===== config.mk =====
export PLATFORM = sky130hd
export DESIGN_NAME = lsu_trigger_ctl
export DESIGN_NICKNAME = d
export VERILOG_FILES = /design/src/rtl/lsu_trigger_ctl.sv
export SDC_FILE = /design/constraint.sdc
export NUM_CORES = 1
export LEC_CHECK = 0
export ABC_AREA = 1
export BUFFER_PORTS_ARGS = -buffer_cell sky130_fd_sc_hd__buf_2
export CAP_MARGIN = 5
export CORE_MARGIN = 2
export CORE_UTILIZATION = 31
export DETAILED_ROUTE_END_ITERATION = 6
export HOLD_SLACK_MARGIN = 0.02
export SLEW_MARGIN = 20
export SYNTH_ARGS = -nofsm -noshare
export SYNTH_HDL_FRONTEND = slang
export SYNTH_SLANG_ARGS = --single-unit

===== constraint.sdc =====
create_clock -name clk -period 5.4 [get_ports clk]
set_input_delay 1.08 -clock clk [delete_from_list [all_inputs] [get_ports clk]]
set_output_delay 1.08 -clock clk [all_outputs]
set_load 0.05 [all_outputs]

===== src/rtl/lsu_trigger_ctl.sv =====
// lsu_trigger_ctl: LSU debug trigger matcher. Each trigger compares the DC3 access
// address or size-qualified data against tdata2 (NAPOT, exact, >=, <). Even/odd
// triggers can be chained, and an occurrence counter makes a trigger fire only on
// every Nth qualified match. Fire pulses are registered and go to dec in DC4.
module lsu_trigger_ctl #(
    parameter int unsigned NUM_TRIG = 4,
    parameter int unsigned DATA_W   = 64,
    parameter int unsigned ADDR_W   = 32,
    parameter int unsigned CNT_W    = 8
) (
    input  logic                       clk,
    input  logic                       rst_l,
    input  logic [NUM_TRIG-1:0]        trig_en,
    input  logic [NUM_TRIG-1:0]        trig_select,
    input  logic [NUM_TRIG-1:0]        trig_load,
    input  logic [NUM_TRIG-1:0]        trig_store,
    input  logic [2*NUM_TRIG-1:0]      trig_mode,
    input  logic [NUM_TRIG-1:0]        trig_chain,
    input  logic [CNT_W*NUM_TRIG-1:0]  trig_count,
    input  logic [DATA_W*NUM_TRIG-1:0] trig_tdata2,
    input  logic [NUM_TRIG-1:0]        trig_cfg_wr,
    input  logic [NUM_TRIG-1:0]        trig_hit_clr,
    input  logic                       lsu_valid_dc3,
    input  logic                       lsu_dma_dc3,
    input  logic                       lsu_load_dc3,
    input  logic                       lsu_store_dc3,
    input  logic [1:0]                 lsu_size_dc3,
    input  logic                       lsu_flush_dc3,
    input  logic [ADDR_W-1:0]          lsu_addr_dc3,
    input  logic [DATA_W-1:0]          lsu_load_data_dc3,
    input  logic [DATA_W-1:0]          lsu_store_data_dc3,
    output logic [NUM_TRIG-1:0]        lsu_trigger_match_dc4,
    output logic [NUM_TRIG-1:0]        lsu_trigger_hit_sticky
);

    logic [DATA_W-1:0]   data_raw;
    logic [DATA_W-1:0]   data_qual;
    logic [DATA_W-1:0]   addr_ext;
    logic [6:0]          size_bits;
    logic                access_ok;

    logic [DATA_W-1:0]   tdata     [NUM_TRIG];
    logic [DATA_W-1:0]   cmp_val   [NUM_TRIG];
    logic [DATA_W-1:0]   napot_ign [NUM_TRIG];
    logic [CNT_W-1:0]    count_val [NUM_TRIG];
    logic [NUM_TRIG-1:0] raw;
    logic [NUM_TRIG-1:0] qual;

    logic [CNT_W-1:0]    cnt_q [NUM_TRIG];
    logic [CNT_W-1:0]    cnt_d [NUM_TRIG];
    logic [NUM_TRIG-1:0] head_qual;
    logic [NUM_TRIG-1:0] reach;
    logic [NUM_TRIG-1:0] own_fire;
    logic [NUM_TRIG-1:0] fire;
    logic [NUM_TRIG-1:0] match_d, match_q;
    logic [NUM_TRIG-1:0] sticky_d, sticky_q;
    logic                unused_chain_odd;

    // Size-qualified access data, zero-extended address and access validity
    always_comb begin
        data_raw  = lsu_store_dc3 ? lsu_store_data_dc3 : lsu_load_data_dc3;
        data_qual = '0;
        case (lsu_size_dc3)
            2'd0:    size_bits = 7'd8;
            2'd1:    size_bits = 7'd16;
            2'd2:    size_bits = 7'd32;
            // dword; on a 32-bit datapath this degenerates to word
            default: size_bits = 7'(DATA_W);
        endcase
        for (int b = 0; b < DATA_W; b++) begin
            data_qual[b] = data_raw[b] & (7'(b) < size_bits);
        end
        addr_ext  = DATA_W'(lsu_addr_dc3);
        access_ok = lsu_valid_dc3 & ~lsu_dma_dc3 & ~lsu_flush_dc3;
    end

    // Raw compare and per-trigger access qualification
    always_comb begin
        raw  = '0;
        qual = '0;
        for (int i = 0; i < NUM_TRIG; i++) begin
            tdata[i]     = trig_tdata2[i*DATA_W +: DATA_W];
            count_val[i] = trig_count[i*CNT_W +: CNT_W];
            cmp_val[i]   = trig_select[i] ? data_qual : addr_ext;
            // Trailing ones and the lowest zero are don't-care, so 0x8000_0FFF
            // covers 0x8000_0000..0x8000_1FFF; all ones masks every bit.
            napot_ign[i] = tdata[i] ^ (tdata[i] + DATA_W'(1));
            case (trig_mode[2*i +: 2])
                2'd0:    raw[i] = ((cmp_val[i] ^ tdata[i]) & ~napot_ign[i]) == '0;
                2'd1:    raw[i] = cmp_val[i] == tdata[i];
                2'd2:    raw[i] = cmp_val[i] >= tdata[i];
                default: raw[i] = cmp_val[i] < tdata[i];
            endcase
            qual[i] = trig_en[i] & access_ok & raw[i] &
                      ((trig_store[i] & lsu_store_dc3) | (trig_load[i] & lsu_load_dc3));
        end
    end

    // Chaining, occurrence counting and fire generation
    always_comb begin
        head_qual        = '0;
        reach            = '0;
        own_fire         = '0;
        fire             = '0;
        unused_chain_odd = 1'b0;
        for (int p = 0; p < NUM_TRIG / 2; p++) begin
            unused_chain_odd = unused_chain_odd ^ trig_chain[2*p+1];
            if (trig_chain[2*p]) begin
                // Pair acts as one trigger; the odd counter holds
                head_qual[2*p] = qual[2*p] & qual[2*p+1];
            end else begin
                head_qual[2*p]   = qual[2*p];
                head_qual[2*p+1] = qual[2*p+1];
            end
        end
        for (int i = 0; i < NUM_TRIG; i++) begin
            cnt_d[i] = cnt_q[i];
            // >= rather than == so a shrunk trig_count still fires on the next match
            reach[i] = (count_val[i] <= CNT_W'(1)) ||
                       (({1'b0, cnt_q[i]} + (CNT_W+1)'(1)) >= {1'b0, count_val[i]});
            own_fire[i] = head_qual[i] & reach[i];
            if (trig_cfg_wr[i]) begin
                cnt_d[i] = '0;
            end else if (head_qual[i]) begin
                cnt_d[i] = reach[i] ? '0 : cnt_q[i] + CNT_W'(1);
            end
        end
        for (int p = 0; p < NUM_TRIG / 2; p++) begin
            fire[2*p]   = own_fire[2*p];
            fire[2*p+1] = trig_chain[2*p] ? own_fire[2*p] : own_fire[2*p+1];
        end
    end

    // Output next state: cfg_wr beats fire, fire beats hit_clr
    always_comb begin
        match_d  = fire & ~trig_cfg_wr;
        sticky_d = ~trig_cfg_wr & (fire | (sticky_q & ~trig_hit_clr));
    end

    // DC4 pulse, sticky status and occurrence counters
    always_ff @(posedge clk or negedge rst_l) begin
        if (!rst_l) begin
            match_q  <= '0;
            sticky_q <= '0;
            for (int i = 0; i < NUM_TRIG; i++) begin
                cnt_q[i] <= '0;
            end
        end else begin
            match_q  <= match_d;
            sticky_q <= sticky_d;
            for (int i = 0; i < NUM_TRIG; i++) begin
                cnt_q[i] <= cnt_d[i];
            end
        end
    end

    assign lsu_trigger_match_dc4  = match_q;
    assign lsu_trigger_hit_sticky = sticky_q;

endmodule


==> flow_summary.html <==
<table>
<tr><th>Metric</th><th>Value</th></tr>
<tr><th colspan="2">Clock network</th></tr>
<tr><td>Cell at the root of the clock tree</td><td>clkbuf_16</td></tr>
<tr><td>TritonCTS clock tree</td><td>yes</td></tr>
<tr><td>Hold Buf Count CTS</td><td>0</td></tr>
<tr><td>Clock Latency Late Sink</td><td>0.31 ns</td></tr>
<tr><td>Sink Count</td><td>40</td></tr>
<tr><td>Clock-pin transition on the worst setup and hold timing paths</td><td>0.07 ns</td></tr>
<tr><td>Post-cts sizing count</td><td>0</td></tr>
<tr><td>CTS Buf Count</td><td>5</td></tr>
<tr><td>Max clock buf depth</td><td>2</td></tr>
<tr><td>Number of setup buffers added after CTS</td><td>0</td></tr>
<tr><td>Number of H-tree levels</td><td>2</td></tr>
<tr><th colspan="2">Synthesis</th></tr>
<tr><td>Synthesis Warnings</td><td>0</td></tr>
<tr><td>Biggest area consumer among synthesized cells</td><td>nand2_1</td></tr>
<tr><td>Compound-Gate Fraction of Synth Area</td><td>15.1%</td></tr>
<tr><td>Post-synthesis share of cell area spent on and, or, nand and nor gates</td><td>46.1%</td></tr>
<tr><td>Number of enable flip-flop cells after synthesis</td><td>0</td></tr>
<tr><td>Area share of fa/ha/maj cells after synthesis</td><td>20.9%</td></tr>
<tr><td>Share of synthesized flip-flops with an asynchronous set or reset</td><td>100%</td></tr>
<tr><td>Number of register bits inferred by synthesis</td><td>40</td></tr>
<tr><td>Top FF cell, synth</td><td>dfrtp_1</td></tr>
<tr><td>Synth Instances</td><td>3924</td></tr>
<tr><td>Number of different library cells in the post-synthesis netlist</td><td>49</td></tr>
<tr><td>Post-synth design cell area</td><td>20300 sq um</td></tr>
<tr><td>Mapped Nets</td><td>4757</td></tr>
<tr><td>Avg Cell Area, Syn</td><td>5.18 sq um</td></tr>
<tr><td>Most area-consuming cells after synthesis</td><td>nand2_1 23%, ha_1 21%, nor2_1 15%</td></tr>
<tr><td>Mux contribution to synthesized area</td><td>0.344%</td></tr>
<tr><td>Area share of the largest cell type after synthesis</td><td>22.5%</td></tr>
<tr><td>Xor and xnor area share after synthesis</td><td>0.904%</td></tr>
<tr><td>Register area share after synthesis</td><td>4.92%</td></tr>
<tr><td>Largest family of logic cells by synthesized area</td><td>simple AND/OR/NAND/NOR gates</td></tr>
<tr><th colspan="2">Drt</th></tr>
<tr><td>Vias after detailed routing</td><td>27024</td></tr>
<tr><td>Drt wl/cell</td><td>21.5 um</td></tr>
<tr><td>Sum of routed wire length over all layers</td><td>114 mm</td></tr>
<tr><td>Mean number of vias per cell</td><td>5.09</td></tr>
<tr><td>Drt pass-1 iters</td><td>6</td></tr>
<tr><td>Initial DRC Count</td><td>2448</td></tr>
<tr><td>Count of antenna-violating nets left after detailed routing</td><td>0</td></tr>
<tr><td>Post-route DRC</td><td>0</td></tr>
<tr><th colspan="2">Global route</th></tr>
<tr><td>Via count of the first global-routing pass</td><td>25226</td></tr>
<tr><td>Global-route wire length before repair</td><td>161 mm</td></tr>
<tr><td>Initial antenna violation count</td><td>24</td></tr>
<tr><td>Pin count of the biggest net entering global routing</td><td>73</td></tr>
<tr><td>Grt ovf</td><td>0</td></tr>
<tr><td>Aggregate global-route resource usage</td><td>32.4%</td></tr>
<tr><th colspan="2">Critical path</th></tr>
<tr><td>FF-to-FF End</td><td>lsu_trigger_hit_sticky[3]$_DFF_PN0_</td></tr>
<tr><td>Critical Path Sink Type</td><td>register</td></tr>
<tr><td>Critical path startpoint category</td><td>primary input</td></tr>
<tr><td>Critical path, cell by cell</td><td>buf_4, inv_2, buf_12, o21ai_0, o21ai_0, ha_1, nand4_1, nor3_1, nand2_1, nand2_1, nand2_1, nand2_1, nand2_1, nand2_1, a21oi_1, nor2_1, nand2_1, nand2_2, nand4_2, o21ai_1</td></tr>
<tr><td>Required time of the worst setup path</td><td>5.62 ns</td></tr>
<tr><td>Crit path DAT</td><td>4.89 ns</td></tr>
<tr><td>R2r setup slk</td><td>2.40 ns</td></tr>
<tr><td>Maximum fanout encountered on the critical timing path</td><td>18</td></tr>
<tr><td>Maximum cell stage delay along the critical path</td><td>0.70 ns</td></tr>
<tr><td>Depth of the worst register-to-register path</td><td>15</td></tr>
<tr><td>Cell occurring most often along the worst timing path</td><td>nand2_1</td></tr>
<tr><td>Slowest stage cell on the critical path</td><td>o21ai_0</td></tr>
<tr><td>Launching point of the worst reg2reg path</td><td>cnt_q[8]$_DFFE_PN0P_</td></tr>
<tr><td>Classification of the worst setup path</td><td>primary input to register</td></tr>
<tr><th colspan="2">Power</th></tr>
<tr><td>Power Dens Cells</td><td>95.7 nW/um^2</td></tr>
<tr><td>Maximum vdd ir drop</td><td>0.108 mV</td></tr>
<tr><td>Leak</td><td>13.5 nW</td></tr>
<tr><th colspan="2">Cells and area</th></tr>
<tr><td>Core Util, Final</td><td>37.8%</td></tr>
<tr><td>NumNets Final</td><td>5273</td></tr>
<tr><td>Post-layout instance area</td><td>24500 sq um</td></tr>
<tr><td>Syn-to-layout area delta</td><td>20.3%</td></tr>
<tr><td>Share of cells above drive strength 1</td><td>14.3%</td></tr>
<tr><th colspan="2">STA</th></tr>
<tr><td>Upper clock frequency limit</td><td>214 MHz</td></tr>
<tr><td>Shortest period the worst path allows</td><td>4.68 ns</td></tr>
<tr><td>Hold Vio Cnt, Final</td><td>0</td></tr>
<tr><td>Final Slew Violations</td><td>0</td></tr>
<tr><td>Setup Skew</td><td>0.00846 ns</td></tr>
<tr><td>RSZ-0062 raised after global routing</td><td>no</td></tr>
<tr><td>Setup Viol. Count Final</td><td>0</td></tr>
<tr><td>Portion of the clock cycle consumed by the worst path in the final layout</td><td>86.6%</td></tr>
<tr><td>Max-Slew Margin vs Limit</td><td>41.3%</td></tr>
<tr><td>Final Hold Slack</td><td>0.519 ns</td></tr>
<tr><td>Post-Route Setup TNS</td><td>0 ns</td></tr>
<tr><td>Slew at the pin with the worst max-slew slack</td><td>0.872 ns</td></tr>
<tr><th colspan="2">Min path</th></tr>
<tr><td>Count of cells along the worst hold path</td><td>2</td></tr>
<tr><td>Worst hold start</td><td>lsu_trigger_hit_sticky[3]$_DFF_PN0_</td></tr>
<tr><td>Capture endpoint of the worst hold path</td><td>lsu_trigger_hit_sticky[3]$_DFF_PN0_</td></tr>
<tr><td>Class of the most critical hold timing path</td><td>register to register</td></tr>
<tr><th colspan="2">Die</th></tr>
<tr><td>Core region area</td><td>64700 sq um</td></tr>
<tr><td>Die Wd</td><td>260 um</td></tr>
<tr><td>Ports</td><td>501</td></tr>
<tr><td>Die height</td><td>260 um</td></tr>
<tr><td>Floorplan row count</td><td>93</td></tr>
<tr><td>Starting utilization of the core area</td><td>31.4%</td></tr>
<tr><td>Die outline area</td><td>67700 sq um</td></tr>
<tr><th colspan="2">Place</th></tr>
<tr><td>Cell area reported after detailed placement</td><td>24300 sq um</td></tr>
<tr><td>Port Buffers</td><td>498</td></tr>
<tr><td>Weighted congestion reported at the end of routability-driven placement</td><td>1.02</td></tr>
<tr><td>HPWL after detailed placement</td><td>98.5 mm</td></tr>
<tr><th colspan="2">Outcome</th></tr>
<tr><td>Run status</td><td>finished clean</td></tr>
<tr><th colspan="2">Flow run</th></tr>
<tr><td>Number of max-capacitance violations reported</td><td>0</td></tr>
</table>
-- worst max-delay path by stage --
| stage | from | to | cells after the start |
|---|---|---|---|
| finish | lsu_store_dc3 | cnt_q[30]$_DFFE_PN0P_ | 20 |
| global route | lsu_store_dc3 | cnt_q[18]$_DFFE_PN0P_ | 21 |
| CTS | lsu_store_dc3 | cnt_q[30]$_DFFE_PN0P_ | 19 |
| detailed placement | lsu_store_dc3 | cnt_q[30]$_DFFE_PN0P_ | 19 |
| global placement | lsu_store_dc3 | cnt_q[30]$_DFFE_PN0P_ | 20 |
| floorplan | lsu_store_dc3 | cnt_q[4]$_DFFE_PN0P_ | 21 |
-- sequential cells by signal, indices dropped and copies added (netlist names) --
signal,cells
cnt_q,32
lsu_trigger_hit_sticky,4
lsu_trigger_match_dc4,4
-- worst max-delay path: cells and delay by family --
kind	cells	cell delay (ns)
AOI/OAI and AO/OA	4	1.37
and+or+nand+nor	12	1.55
adders and majority gates	1	0.43
buffers and inverters	3	0.46
-- layer usage --
layer / global-route usage [%] / share of wire, % / vias to the layer above
li1: - / - / 13482
met1: 43.9 / 44 / 12140
met2: 51.1 / 43 / 1194
met3: 4.06 / 7.9 / 204
met4: 14.9 / 5.5 / 4
met5: 0 / 0.018 / -
-- synthesized netlist by cell type, types with 20 or more instances --
| cell type | number |
|---|---|
| a21oi_1 | 152 |
| clkbuf_1 | 55 |
| dfrtp_1 | 40 |
| ha_1 | 340 |
| inv_1 | 563 |
| nand2_1 | 1220 |
| nand3_1 | 121 |
| nand4_1 | 48 |
| nor2_1 | 814 |
| nor3_1 | 52 |
| o21a_1 | 22 |
| o21ai_0 | 276 |
| o21bai_1 | 63 |
| xor2_1 | 20 |
-- cell type report --
cell class	count	area (sq um)
clock buffers	5	125
multi-input cells	3255	17000
diodes	12	30.0
clock inverters	3	42.5
inverters	569	2140
well taps	855	1070
repair buffers	569	3110
flip-flops and latches	40	1000
fillers	7606	40200
-- through the flow --
stage / instances / setup WS, ns / total power [mW]
global route: 5299 / 0.518 / 2.53
detailed placement: 5288 / 0.479 / 1.95
finish: 5308 / 0.724 / 2.34
CTS: 5296 / 0.788 / 2.32
floorplan: 3924 / 1.57 / 1.20
global placement: 5288 / 0.320 / 1.94
-- layout by cell type (no fill, tap or decap), types with 3 or more instances in the layout --
cell type	Yosys	layout
ha_1	340	340
nand3_1	121	121
o22ai_1	5	5
or2_2	10	10
nor3b_1	9	9
o21ai_1	10	15
mux2i_1	7	7
a22o_1	3	3
nor2_1	814	814
a211oi_1	4	4
xor2_1	20	20
inv_1	563	558
clkbuf_16	0	5
o21ai_0	276	271
buf_4	0	67
o21a_1	22	22
nand3b_1	13	13
a21oi_1	152	152
inv_2	4	9
diode_2	0	12
nor2_2	13	13
buf_12	0	6
nand2_1	1220	1220
dfrtp_1	40	40
nand4_1	48	48
and2_1	5	5
nand3_2	4	4
nor4_1	5	5
buf_2	0	496
a21o_1	3	3
nor2_4	4	4
o21bai_1	63	63
nor3_1	52	52
nand2_2	10	10
-- cell families after synthesis --
group,after synthesis
fa+ha+maj,340
compound gates,553
simple gates,2334
xor+xnor,21
flops,40
buf+inv,629
mux,7
-- power by group --
group,internal [mW],switching (mW),total [mW]
Combinational,0.594,1.07,1.67
Sequential,0.305,0.00720,0.312
Clock,0.218,0.144,0.362
Total,1.12,1.23,2.34
(Power assumes the default switching activity.)
